## config.mk

```make
export PLATFORM = sky130hd
export DESIGN_NAME = arbitro_somador
export DESIGN_NICKNAME = d
export VERILOG_FILES = /design/src/rtl/arbitro_somador_pkg.sv /design/src/rtl/somador4bits.sv /design/src/rtl/arbitro_somador.sv
export SDC_FILE = /design/constraint.sdc
export NUM_CORES = 1
export LEC_CHECK = 0
export CAP_MARGIN = 20
export CORE_ASPECT_RATIO = 1.4
export CORE_MARGIN = 4
export CORE_UTILIZATION = 43
export DETAILED_ROUTE_END_ITERATION = 12
export PLACE_DENSITY_LB_ADDON = 0.3
export RECOVER_POWER = 25
export SYNTH_ARGS = -nofsm -noshare
export SYNTH_HDL_FRONTEND = slang
export SYNTH_HIERARCHICAL = 1
export SYNTH_SLANG_ARGS = --single-unit
```

## constraint.sdc

```tcl
create_clock -name clk -period 1.75 [get_ports clk]
set_input_delay 0.35 -clock clk [delete_from_list [all_inputs] [get_ports clk]]
set_output_delay 0.35 -clock clk [all_outputs]
set_load 0.005 [all_outputs]
```

## src/rtl/arbitro_somador_pkg.sv

```systemverilog
// Shared definitions for arbitro_somador: datapath width, FSM states and
// the round-robin winner rule.
package arbitro_somador_pkg;

  localparam int DATA_W = 4;

  typedef enum logic [1:0] {
    IDLE = 2'd0,
    CALC = 2'd1,
    RESP = 2'd2
  } state_t;

  // Winner index among the valid requesters; with both valid, the requester
  // that was not granted last wins. Returns 0 when neither is valid.
  function automatic logic rr_winner(input logic v0, input logic v1,
                                     input logic last_grant);
    if (v0 && v1) return ~last_grant;
    else if (v1)  return 1'b1;
    else          return 1'b0;
  endfunction

endpackage

```

## src/rtl/somador4bits.sv

```systemverilog
// Plain 4-bit adder, result wraps modulo 16 (carry discarded).
module somador4bits
  import arbitro_somador_pkg::*;
(
  input  logic [DATA_W-1:0] a,
  input  logic [DATA_W-1:0] b,
  output logic [DATA_W-1:0] saida
);

  assign saida = a + b;

endmodule

```

## src/rtl/arbitro_somador.sv

```systemverilog
// arbitro_somador: two requesters share one 4-bit adder through a
// round-robin arbiter. One operation in flight: IDLE -> CALC -> RESP.
// Optional feature: define ARBITRO_SOMADOR_OVF_EN to add the rsp_ovf
// output (carry out of the 4-bit sum).
module arbitro_somador
  import arbitro_somador_pkg::*;
#(
  parameter bit START_PRIO = 1'b0
) (
  input  logic              clk,
  input  logic              rst_n,
  input  logic              r0_valid,
  input  logic [DATA_W-1:0] r0_a,
  input  logic [DATA_W-1:0] r0_b,
  output logic              r0_ready,
  input  logic              r1_valid,
  input  logic [DATA_W-1:0] r1_a,
  input  logic [DATA_W-1:0] r1_b,
  output logic              r1_ready,
  output logic              rsp_valid,
  input  logic              rsp_ready,
  output logic              rsp_id,
`ifdef ARBITRO_SOMADOR_OVF_EN
  output logic              rsp_ovf,
`endif
  output logic [DATA_W-1:0] rsp_sum
);

  state_t              r_state;
  state_t              w_next_state;
  logic [DATA_W-1:0]   r_a;
  logic [DATA_W-1:0]   r_b;
  logic                r_id;
  logic [DATA_W-1:0]   r_sum;
  logic                r_last_grant;
  logic [DATA_W-1:0]   w_sum;
  logic                w_winner;
  logic                w_grant_en;
  logic                w_accept;

  // Arbitration is only offered in IDLE and never while reset is asserted,
  // since the async reset holds the state register at IDLE.
  assign w_winner   = rr_winner(r0_valid, r1_valid, r_last_grant);
  assign w_grant_en = (r_state == IDLE) && rst_n;
  assign r0_ready   = w_grant_en && r0_valid && !w_winner;
  assign r1_ready   = w_grant_en && r1_valid &&  w_winner;
  assign w_accept   = (r0_valid && r0_ready) || (r1_valid && r1_ready);

  // The single shared adder, fed only from the registered operands.
  somador4bits u_somador (
    .a     (r_a),
    .b     (r_b),
    .saida (w_sum)
  );

  // State register.
  // NOTE: sequential state uses non-blocking (<=) so every flop samples
  // pre-edge values regardless of block ordering.
  always_ff @(posedge clk or negedge rst_n) begin
    if (!rst_n) r_state <= IDLE;
    else        r_state <= w_next_state;
  end

  // Next-state logic.
  // NOTE: the default assignment first keeps this block free of latches.
  always_comb begin
    w_next_state = r_state;
    unique case (r_state)
      IDLE:    if (w_accept)  w_next_state = CALC;
      CALC:                   w_next_state = RESP;
      RESP:    if (rsp_ready) w_next_state = IDLE;
      default:                w_next_state = IDLE;
    endcase
  end

  // Operand capture on accept, sum capture in CALC, grant history on
  // response handshake.
  // NOTE: every datapath register is reset so a killed operation leaves
  // no stale result visible after release.
  always_ff @(posedge clk or negedge rst_n) begin
    if (!rst_n) begin
      r_a          <= '0;
      r_b          <= '0;
      r_id         <= 1'b0;
      r_sum        <= '0;
      r_last_grant <= ~START_PRIO;
    end else begin
      if (r_state == IDLE && w_accept) begin
        r_a  <= w_winner ? r1_a : r0_a;
        r_b  <= w_winner ? r1_b : r0_b;
        r_id <= w_winner;
      end
      if (r_state == CALC) begin
        r_sum <= w_sum;
      end
      if (r_state == RESP && rsp_ready) begin
        r_last_grant <= r_id;
      end
    end
  end

`ifdef ARBITRO_SOMADOR_OVF_EN
  logic r_ovf;
  logic w_carry;

  // Carry out of the MSB recovered from the operand and sum MSBs: when the
  // operand MSBs differ, the sum MSB is the inverse of the incoming carry.
  assign w_carry = (r_a[DATA_W-1] & r_b[DATA_W-1]) |
                   ((r_a[DATA_W-1] ^ r_b[DATA_W-1]) & ~w_sum[DATA_W-1]);

  // Overflow flag registered alongside the sum.
  always_ff @(posedge clk or negedge rst_n) begin
    if (!rst_n)                r_ovf <= 1'b0;
    else if (r_state == CALC)  r_ovf <= w_carry;
  end

  assign rsp_ovf = r_ovf;
`endif

  assign rsp_valid = (r_state == RESP);
  assign rsp_id    = r_id;
  assign rsp_sum   = r_sum;

endmodule
```

After elaboration in Yosys (flattened, before gate mapping)
Index checks and enable logic that the tools add are counted.
Storage, ports and cells
  register bits after elaboration: 16
  bits of input ports: 21
  output and inout port bits: 8
  word-level logic and storage cells: 33
Cells by class
  $add $sub $neg: 1
  equality and inequality tests: 4
  muxes and demuxes: 7
  bitwise gates (word level): 1
  reduce and logical (&&, ||, !) cells: 14
Operators by type and width (number)
  $logic_and A1 B1 Y1: 10
  $mux W4: 2
  $pmux W2 S3: 1
  $add A4 B4 Y4: 1
  $mux W2: 2
  $eq A2 B1 Y1 const B: 1
  $eq A2 B2 Y1 const B: 1
  $logic_not A2 Y1: 1
  $mux W1: 2
  $ne A2 B1 Y1 const B: 1
  $ne A2 B2 Y1 const B: 1
  $reduce_and A2 Y1: 1
  $logic_not A1 Y1: 1
  $logic_or A1 B1 Y1: 1
  $not A1 Y1: 1

Logic depth before layout (Yosys ltp)
Gate-level depths: netlist of run 1.
  word-level depth: 8
  depth in mapped cells: 5
  mapped depth without buffers: 5

Cells and area by module
The synthesis of run 1 kept the hierarchy.
By module, submodules not included
  arbitro_somador: instances 1, cells each 55, area each 724.4 sq um, seq. area each 401.6 sq um
  somador4bits: instances 1, cells each 9, area each 100.1 sq um, seq. area each 0.0 sq um

Least setup slack after synthesis of run 1
Ideal clock, no wire load.
  kind: register -> register
  start point: register r_a[0]
  end point: register r_sum[2] (netlist: rsp_sum[2])
  library setup time: 0.125 ns
  data arrival time: 1.344 ns
  data required time: 1.625 ns
  path slack: 0.281 ns
  stages on the path, launching flop included: 5
  clock period less this slack: 1.469 ns
  cells stage by stage: dfrtp_1 -> ha_1 -> fa_1 -> xor2_1 -> mux2_2
Between the ends
  longest elaborated chain between the ends: 1
RTL lines
  from (decl): RTL line arbitro_somador.sv:31  | logic [DATA_W-1:0] r_a;
  from (signal assigned): RTL line arbitro_somador.sv:89  | r_a <= w_winner ? r1_a : r0_a;
  $add A4 B4 Y4: RTL line somador4bits.sv:10  | assign saida = a + b;
  named net w_sum[2]: RTL line arbitro_somador.sv:36  | logic [DATA_W-1:0] w_sum;
  to (signal assigned): RTL line arbitro_somador.sv:94  | r_sum <= w_sum;
  to (decl): RTL line arbitro_somador.sv:34  | logic [DATA_W-1:0] r_sum;
The timed path passes the listed nets, and every way through them passes these cells.
A chain may end at the register's enable or synchronous reset.

Worst setup path in the final report of run 1
  start point: register r_state[0]
  end point: output r0_ready
Between the ends
  longest elaborated chain between the ends: 4
RTL lines
  from (decl): RTL line arbitro_somador.sv:29  | state_t r_state;
  from (signal assigned): RTL line arbitro_somador.sv:61  | else r_state <= w_next_state;
  $logic_not A2 Y1: RTL line arbitro_somador.sv:44  | assign w_grant_en = (r_state == IDLE) && rst_n;
  $logic_and A1 B1 Y1: RTL line arbitro_somador.sv:44
  $logic_and A1 B1 Y1 (2 in series): RTL line arbitro_somador.sv:45  | assign r0_ready = w_grant_en && r0_valid && !w_winner;
  to (decl): RTL line arbitro_somador.sv:15  | output logic r0_ready,
No other way between the ends.

==> run_results.csv, run 1 <==
group,metric,value,unit
outcome,status,"finished clean",
logic_synthesis,synth_seq_area_share,0.487,
logic_synthesis,syn_avg_cell_area,12.9,sq um
setup_path,crit_path_cell_trace,"buf_6 > nor3b_4 > nor3b_4 > buf_2",
routing,drc_errors,0,
timing,timing.final.crit_share,0.985,
cts,clock-root-buffer,"clkbuf_4",
cts,cts_tree,"done",
timing,rsz0062_at_grt,"true",
die,ios,29,
setup_path,worstReg2RegStart,"r_state[0]",
run,cap_violations,0,
cts,clock_path_buffers,2,
timing,slew_headroom,0.444,
timing,slew_violations,0,
timing,fmax,580,MHz
setup_path,rrSetupSlack,0.15,ns
setup_path,cp.arrival,1.37,ns
grt,grt_pass1_vias,794,
routing,via_count,721,
setup_path,reg2reg_to,"r_a[2]",
timing,worst_pin_slew,0.834,ns
setup_path,worstSetupEndpointType,"output pin",
setup_path,crit_required,1.40,ns
die,dieArea,2690,sq um
routing,via_per_inst,5.72,
die,core,1800,sq um
place,gp_congestion,0.773,
timing,setup_violations,0,
setup_path,cp-start-kind,"register",
power_and_ir_drop,p_leak,0.000536,uW
hold_path,hold_path_class,"input pin to asynchronous set/reset pin",
logic_synthesis,synth_cell_types,26,
setup_path,cp_common_cell,"nor3b_4",
power_and_ir_drop,powerDensity,1420,nW/um^2
grt,antenna_found_initial,0,
final_layout,instances_no_fill,126,
power_and_ir_drop,ir_drop,0.876,mV
die,die_w,45.0,um
setup_path,reg2regPathDepth,7,
place,place_hpwl,1.52,mm
die,rows,18,
routing,ant_nets,0,
place,place_inst,118,
logic_synthesis,ys_seq_elements,16,
grt,grt_use_total,0.171,
cts,clk_latency,0.28,ns
cts,ctsHoldBuffers,0,
final_layout,nNetsFinal,132,
final_layout,final.fill_count,157,
cts,htree_num_levels,1,
cts,clk_pin_slew,0.09,ns
routing,drt_iter0_markers,2,
timing,fin_tns_setup,0,ns
setup_path,slowest_stage,"dfrtp_1",
timing,fin_worst_skew,0.00108,ns
logic_synthesis,yosys_warnings,6,
routing,drt_pass1_iterations,3,
routing,wl_per_cell,16.0,um
cts,clock-sinks,16,
logic_synthesis,syn_nets,89,
timing,post-route-min-period,1.72,ns
grt,grt_pass1_wl,3.34,mm
place,io_buffers,28,
timing,fin_hold_ws,0.494,ns
logic_synthesis,netlist_instances,64,
cts,cts_made_buffers,3,
final_layout,diodes,0,
setup_path,cp_max_fo,2,
grt,grt.overflow.total,0,
die,start_util,0.458,
die,die_y,59.8,um
logic_synthesis,netlist_area,825,sq um
grt,grt_max_degree,17,
final_layout,drive_above_1_share,0.283,
setup_path,worstSetupPathType,"register to output pin",
setup_path,max_stage_delay,0.40,ns
final_layout,areaGrowthSynthToFinish,52.4,%
timing,final-hold-violation-count,0,
routing,routed_wl,2.02,mm
==> layout make-up <==
class	instances	area [sq um]	area share
well taps	20	25.0	0.0199
clock buffers	4	36.3	0.0289
flip-flops and latches	16	402	0.320
multi-input cells	42	403	0.321
inverters	2	7.51	0.00598
repair buffers	42	383	0.305
==> synth_stat cells <==
master | count | area, sq um
nand2_1 | 1 | 3.75
buf_2 | 1 | 5.00
a21oi_2 | 1 | 8.76
dfstp_2 | 1 | 26.3
xor2_1 | 2 | 17.5
a21oi_1 | 1 | 5.00
clkinv_1 | 1 | 3.75
a21o_1 | 1 | 7.51
o21a_1 | 1 | 7.51
mux2_2 | 5 | 56.3
xnor2_1 | 1 | 8.76
nor2_1 | 1 | 3.75
nor3b_2 | 2 | 25.0
a2bb2oi_1 | 8 | 70.1
fa_1 | 1 | 20.0
ha_1 | 3 | 37.5
buf_4 | 2 | 15.0
inv_1 | 1 | 3.75
o32ai_1 | 8 | 70.1
clkbuf_2 | 1 | 5.00
dfrtp_1 | 15 | 375
nand2b_1 | 2 | 12.5
o21ai_0 | 1 | 5.00
nor2b_1 | 1 | 6.26
a21bo_2 | 1 | 10.0
nor4b_2 | 1 | 15.0
==> metal layers <==
layer | track usage | part of all wire | up-vias
li1 | - | - | 334
met1 | 0.190 | 0.39 | 363
met2 | 0.302 | 0.53 | 20
met3 | 0.0301 | 0.054 | 4
met4 | 0.0879 | 0.018 | 0
met5 | 0 | 0 | -
==> critical path: cells and delay by family (launching register included) <==
family                 cells  cell delay [ns]
DFF                        1             0.40
buffers and inverters      2             0.26
and+or+nand+nor            2             0.42
==> worst max path at each step <==
| stage | endpoint | startpoint | cells past startpoint | slack (ns) |
|---|---|---|---|---|
| after floorplan | rsp_sum[2] | r_a[0] | 4 | 0.28 |
| after global placement | r1_ready | r1_valid | 4 | -0.41 |
| after detailed placement | r1_ready | r1_valid | 4 | -0.46 |
| after CTS | r0_ready | r_state[0] | 4 | 0.01 |
| after global routing | r0_ready | r_state[0] | 4 | -0.06 |
| final | r0_ready | r_state[0] | 4 | 0.03 |
==> layout by cell type, fill, tap and decap left out, drive strengths merged <==
master	synthesis	layout
clkdlybuf4s50	0	22
dfrtp	15	15
buf	3	14
o32ai	8	8
a2bb2oi	8	8
clkbuf	1	6
mux2	5	5
dlygate4sd2	0	4
ha	3	3
nor3b	2	2
nand2b	2	2
xor2	2	2
a21oi	2	2
clkinv	1	1
nor2b	1	1
a21bo	1	1
nor4b	1	1
inv	1	1
o21a	1	1
nor2	1	1
nand2	1	1
o21ai	1	1
dfstp	1	1
a21o	1	1
xnor2	1	1
fa	1	1
==> repair_timing <==
item | in CTS | in global routing
resized for setup | 13 | 2
endpoints found under the hold margin | 0 | 0
setup buffers | 3 | 1
pin swaps | 1 | 1
endpoints found under the setup margin | 3 | 1
gates cloned | 0 | 0
==> power by group <==
| group | leakage [uW] | switching [uW] | total (uW) | internal, uW |
|---|---|---|---|---|
| combinational | 0.000334 | 346 | 883 | 537 |
| clock | 0.0000210 | 110 | 237 | 127 |
| sequential | 0.000181 | 121 | 665 | 545 |
| total | 0.000536 | 577 | 1790 | 1210 |
==> state kept, by name (all words and copies together) (netlist names) <==
register / cells
r_last_grant: 1
rsp_id: 1
rsp_sum: 4
r_a: 4
r_state: 2
r_b: 4
==> through the flow <==
stage / setup slack (ns) / utilization / power [uW] / instance area, sq um
2_1_floorplan: 0.281 / - / 1150 / 825
3_3_place_gp: -0.413 / 0.662 / 1500 / 1190
3_5_place_dp: -0.457 / 0.662 / 1530 / 1190
4_1_cts: 0.0131 / 0.690 / 1780 / 1240
5_1_grt: -0.0648 / 0.697 / 1910 / 1260
6_report: 0.0266 / 0.697 / 1790 / 1260
==> cells by family after synthesis <==
kind of cell / Yosys count / share of synthesized area
AO/OA/AOI/OAI: 22 / 0.223
adder cells (fa/ha/maj): 4 / 0.0698
buffers and inverters: 6 / 0.0394
multiplexers: 5 / 0.0683
XOR/XNOR: 3 / 0.0319
flip-flops: 16 / 0.487
AND/OR/NAND/NOR: 8 / 0.0804
No activity file was read; power rests on OpenSTA's default activity.
==> run 2: changes to the inputs <==
--- a/config.mk
+++ b/config.mk
@@ -12,6 +12,7 @@
 export DETAILED_ROUTE_END_ITERATION = 12
 export PLACE_DENSITY_LB_ADDON = 0.3
 export RECOVER_POWER = 25
+export SETUP_SLACK_MARGIN = 0.15
 export SYNTH_ARGS = -nofsm -noshare
 export SYNTH_HDL_FRONTEND = slang
 export SYNTH_HIERARCHICAL = 1
==> run 2 against run 1 <==
- die area did not move
- design area rose by 8.1%
- sequential share of layout area fell by 2.4 points
- power rose by 6.6%
- global-route usage fell by 0.12 points
- worst setup slack improved by 0.020 ns
- combinational power rose by 12%
- cell count rose by 4.8%
- non-clock buffer count rose by 6
- routed wire length rose by 8.3%
- utilization rose by 5.6 points
- critical path type unchanged
- critical endpoint unchanged
==> run_results.csv, run 2 (synthesis gave the netlist of run 1 again) <==
group,metric,value,unit
setup_path,crit_path_cell_trace,"buf_6 > nor3b_4 > nor3b_2 > buf_2",
final_layout,drive_above_1_share,0.402,
cts,ctsHoldBuffers,0,
run,cap_violations,0,
cts,clock-root-buffer,"clkbuf_4",
routing,via_per_inst,5.64,
routing,routed_wl,2.18,mm
timing,timing.final.crit_share,0.973,
place,gp_congestion,0.773,
grt,grt.overflow.total,0,
outcome,status,"finished clean",
power_and_ir_drop,switchingPower,621,uW
final_layout,layout_common_cells,"22 x clkdlybuf4s50_1, 15 x buf_4, 15 x dfrtp_1, 8 x o32ai_1",
place,dp_slack,-0.457,ns
timing,fin_worst_skew,0.00316,ns
setup_path,path_buf_inv,2,
setup_path,slowest_stage,"dfrtp_1",
routing,wl_per_cell,16.5,um
cts,clock_path_buffers,2,
setup_path,reg2regPathDepth,10,
timing,rsz0062_at_grt,"true",
final_layout,fin_area,1360,sq um
power_and_ir_drop,sw_frac_of_total,0.327,
grt,grt_pass1_wl,3.32,mm
routing,drc_errors,0,
grt,grt_pass1_vias,813,
die,die_w,45.0,um
die,core,1800,sq um
grt,antenna_found_initial,0,
final_layout,final_common_cell,"clkdlybuf4s50_1",
setup_path,worstSetupPathType,"register to output pin",
final_layout,nNetsFinal,138,
power_and_ir_drop,p_leak,0.000576,uW
cts,clock-sinks,16,
power_and_ir_drop,combPwrFrac,0.518,
setup_path,max_stage_delay,0.40,ns
cts,clk_latency,0.28,ns
place,io_buffers,28,
timing,worst_pin_slew,0.858,ns
timing,slew_violations,0,
routing,drt_pass1_iterations,3,
final_layout,diodes,0,
setup_path,cp.arrival,1.35,ns
timing,slew_headroom,0.428,
power_and_ir_drop,ir_drop,0.962,mV
die,ios,29,
power_and_ir_drop,p_int,1280,uW
cts,htree_num_levels,1,
setup_path,path_depth,4,
timing,final-hold-violation-count,0,
setup_path,worstSetupEndpointType,"output pin",
routing,drt_iter0_markers,9,
timing,post-route-min-period,1.70,ns
setup_path,cp_max_fo,2,
grt,grt_use_total,0.170,
die,die_y,59.8,um
die,rows,18,
place,place_hpwl,1.52,mm
die,dieArea,2690,sq um
cts,cts_tree,"done",
power_and_ir_drop,p_seq_frac,0.358,
die,start_util,0.458,
grt,grt_max_degree,17,
cts,cts_made_buffers,3,
setup_path,crit_required,1.40,ns
routing,via_count,744,
final_layout,areaGrowthSynthToFinish,64.6,%
routing,ant_nets,0,
timing,fmax,587,MHz
power_and_ir_drop,powerDensity,1400,nW/um^2
cts,clk_pin_slew,0.09,ns
setup_path,cp_top_family,"flip-flops",
hold_path,hold_path_class,"input pin to asynchronous set/reset pin",
timing,setup_violations,0,
timing,setup_ws,0.0470,ns
place,placed_area,1190,sq um
power_and_ir_drop,p_clk_frac,0.124,
setup_path,cp-start-kind,"register",
-- run 2: power groups by stage --
stage               logic (uW)  clock network (uW)  registers (uW)
floorplan                  499                   0             652
global placement           837                   0             659
detailed placement         861                   0             667
CTS                        914                 245             663
global route              1070                 262             703
finish                     986                 236             680
-- run 2: through the flow --
step	cells	TNS (ns)	total power, uW	util	hold slack (ns)
after CTS	131	0	1820	0.722	0.241
after global routing	132	-0.0363	2030	0.753	0.533
after floorplan	64	0	1150	-	0.0544
after detailed placement	118	-1.17	1530	0.662	0.496
final	132	0	1900	0.753	0.508
after global placement	118	-1.06	1500	0.662	0.492
-- run 2: path summary, 6_finish.rpt --
check                      slack, ns  startpoint          to
setup / recovery                0.05  r_state[0]    r0_ready
hold / removal                  0.51       rst_n      rsp_id
setup reg to reg                0.12  r_state[0]      rsp_id
hold reg to reg                 0.51  rsp_sum[3]  rsp_sum[3]
max in group asynchronous       0.72       rst_n  rsp_sum[2]
min in group clk                0.51  rsp_sum[3]  rsp_sum[3]
-- run 2: final cells by class --
class / instances / area, sq um
well taps: 20 / 25.0
inverters: 2 / 7.51
fillers: 132 / 444
clock buffers: 4 / 36.3
multi-input cells: 42 / 453
repair buffers: 48 / 434
flip-flops and latches: 16 / 402
-- run 2: worst min-delay path, stage by stage --
cell           delay (ns)
dlygate4sd2_1        0.21
clkbuf_4             0.13
clkbuf_1             0.64
-- run 2: routing by layer --
metal	track usage	wire length [um]	vias up
li1	-	-	343
met4	0.0921	35	0
met1	0.190	858	377
met3	0.0331	113	4
met5	0	0	-
met2	0.294	1180	20
-- run 2: what timing repair did --
| action | in CTS | in global routing |
|---|---|---|
| gates cloned | 0 | 0 |
| endpoints found under the setup margin | 3 | 11 |
| pin swaps | 2 | 2 |
| gates resized for setup | 17 | 10 |
| setup buffers | 9 | 1 |
==> run 3: changes to the inputs <==
--- a/config.mk
+++ b/config.mk
@@ -12,6 +12,7 @@
 export DETAILED_ROUTE_END_ITERATION = 12
 export PLACE_DENSITY_LB_ADDON = 0.3
 export RECOVER_POWER = 25
+export REMOVE_ABC_BUFFERS = 1
 export SETUP_SLACK_MARGIN = 0.15
 export SYNTH_ARGS = -nofsm -noshare
 export SYNTH_HDL_FRONTEND = slang
==> constraint.sdc (replaced) <==
create_clock -name clk -period 1.7 [get_ports clk]
set_input_delay 0.34 -clock clk [delete_from_list [all_inputs] [get_ports clk]]
set_output_delay 0.34 -clock clk [all_outputs]
set_load 0.005 [all_outputs]
==> run 3 against run 2 <==
- design area shrank 3.9%
- utilization is 2.9 points lower
- cell count is 1.5% lower
- via count grew 1.1%
- count of clock-buffer cells in the layout unchanged
- first-iteration DRC count grew 100%
- non-clock buffer count down 2
- sequential power is 0.9% higher
- hold slack gained 0.0079 ns
- routed wire length rose by 6.1%
- power grew 3.1%
- largest cell class unchanged
- highest routed layer unchanged
==> run_results.csv, run 3 (synthesis gave the netlist of run 1 again) <==
group,metric,value,unit
outcome,status,"finished clean",
final_layout,layout_common_cells,"22 x clkdlybuf4s50_1, 15 x dfrtp_1, 14 x buf_4, 8 x o32ai_1, 8 x a2bb2oi_1",
setup_path,cp.arrival,1.33,ns
routing,drc_errors,0,
routing,via_per_inst,5.78,
setup_path,slowest_stage,"dfrtp_1",
final_layout,areaGrowthSynthToFinish,58.3,%
cts,cts_tree,"done",
setup_path,startpoint,"r_state[0]",
timing,worst_pin_slew,0.879,ns
routing,drt_iter0_markers,18,
grt,grt_max_degree,17,
die,die_y,59.8,um
timing,setup_violations,0,
die,rows,18,
die,start_util,0.458,
power_and_ir_drop,p_leak,0.000557,uW
setup_path,worstReg2RegStart,"r_b[1]",
place,placed_area,1190,sq um
timing,slew_violations,0,
setup_path,cp_max_fo,2,
timing,fin_worst_skew,0.00128,ns
power_and_ir_drop,combPwrFrac,0.525,
power_and_ir_drop,switchingPower,634,uW
grt,grt_use_total,0.184,
place,io_buffers,28,
setup_path,cp-start-kind,"register",
cts,clock-root-buffer,"clkbuf_4",
cts,clk_latency,0.28,ns
cts,clock_path_buffers,2,
cts,ctsHoldBuffers,0,
hold_path,hold_start,"rsp_sum[0]",
die,ios,29,
setup_path,crit_path_cell_trace,"buf_6 > nor3b_4 > nor3b_2 > buf_2",
power_and_ir_drop,finalPower,1960,uW
setup_path,worstSetupEndpointType,"output pin",
power_and_ir_drop,ir_drop,0.889,mV
final_layout,drive_above_1_share,0.355,
timing,post-route-min-period,1.67,ns
power_and_ir_drop,sw_frac_of_total,0.323,
die,core,1800,sq um
routing,via_count,752,
cts,clk_pin_slew,0.09,ns
setup_path,max_stage_delay,0.41,ns
place,gp_congestion,0.763,
grt,grt_pass1_wl,3.53,mm
timing,fmax,600,MHz
final_layout,final_common_cell,"clkdlybuf4s50_1",
timing,slew_headroom,0.414,
routing,ant_nets,0,
place,place_hpwl,1.63,mm
timing,rsz0062_at_grt,"true",
power_and_ir_drop,powerDensity,1500,nW/um^2
final_layout,fin_area,1310,sq um
routing,routed_wl,2.32,mm
cts,htree_num_levels,1,
grt,antenna_found_initial,0,
final_layout,diodes,0,
power_and_ir_drop,p_clk_frac,0.125,
run,cap_violations,0,
grt,grt_pass1_vias,801,
cts,clock-sinks,16,
power_and_ir_drop,p_int,1330,uW
timing,timing.final.crit_share,0.980,
hold_path,hold_path_class,"register to register",
setup_path,crit_required,1.36,ns
routing,drt_pass1_iterations,4,
setup_path,worstSetupPathType,"register to output pin",
power_and_ir_drop,p_seq_frac,0.349,
die,dieArea,2690,sq um
final_layout,nNetsFinal,136,
die,die_w,45.0,um
timing,final-hold-violation-count,0,
cts,cts_made_buffers,3,
grt,grt.overflow.total,0,
routing,wl_per_cell,17.8,um
## run 3: cell count changes in the layout (fill, tap and decap cells not counted), sizes merged
cell,change
buf,-2
## run 3: power groups by stage
stage                     Combinational (uW)  Sequential (uW)  Clock, uW
after floorplan                          493              671          0
after CTS                                917              684        251
final                                   1030              686        246
after detailed placement                 876              692          0
after global routing                    1130              704        264
after global placement                   851              677          0
## run 3: path summary, 6_finish.rpt
check | depth (start not counted) | end | slack, ns
setup / recovery | 4 | r0_ready | 0.03
hold / removal | 1 | rsp_sum[0] | 0.52
setup reg to reg | 5 | rsp_sum[3] | 0.17
hold reg to reg | 1 | rsp_sum[0] | 0.52
max in group asynchronous | 3 | r_a[1] | 0.63
min in group asynchronous | 3 | r_b[3] | 0.54
## run 3: layer usage
metal	global-route usage	part of all wire	up-vias
met2	0.330	0.56	36
met3	0.0211	0.044	8
met5	0	0	-
li1	-	-	339
met4	0.0962	0.023	0
met1	0.207	0.37	369
## run 3: stage by stage
stage | TNS (ns) | utilization | worst slack [ns] | std cells | hold slack (ns)
2_1_floorplan | 0 | - | 0.231 | 60 | 0.0444
3_3_place_gp | -1.58 | 0.662 | -0.451 | 118 | 0.490
3_5_place_dp | -1.66 | 0.662 | -0.453 | 118 | 0.500
4_1_cts | 0 | 0.698 | 0.0443 | 126 | 0.257
5_1_grt | -0.0402 | 0.724 | -0.0402 | 130 | 0.541
6_report | 0 | 0.724 | 0.0343 | 130 | 0.516
## run 3: critical path, delay by kind of cell, from the launching register on
| kind | cells | cell delay [ns] |
|---|---|---|
| flip-flops | 1 | 0.41 |
| AND/OR/NAND/NOR | 2 | 0.37 |
| buffers and inverters | 2 | 0.27 |
## run 3: final cells by class
type / count / area, sq um
Tap cell: 20 / 25.0
Sequential cell: 16 / 402
Clock buffer: 4 / 36.3
Fill cell: 139 / 497
Inverter: 2 / 7.51
Multi-Input combinational cell: 42 / 419
Timing Repair Buffer: 46 / 415
## run 3: timing repair
| item | in CTS | in global routing |
|---|---|---|
| buffers inserted | 4 | 4 |
| pin swaps | 2 | 5 |
| endpoints found under the setup margin | 3 | 6 |
| gates resized for setup | 16 | 6 |
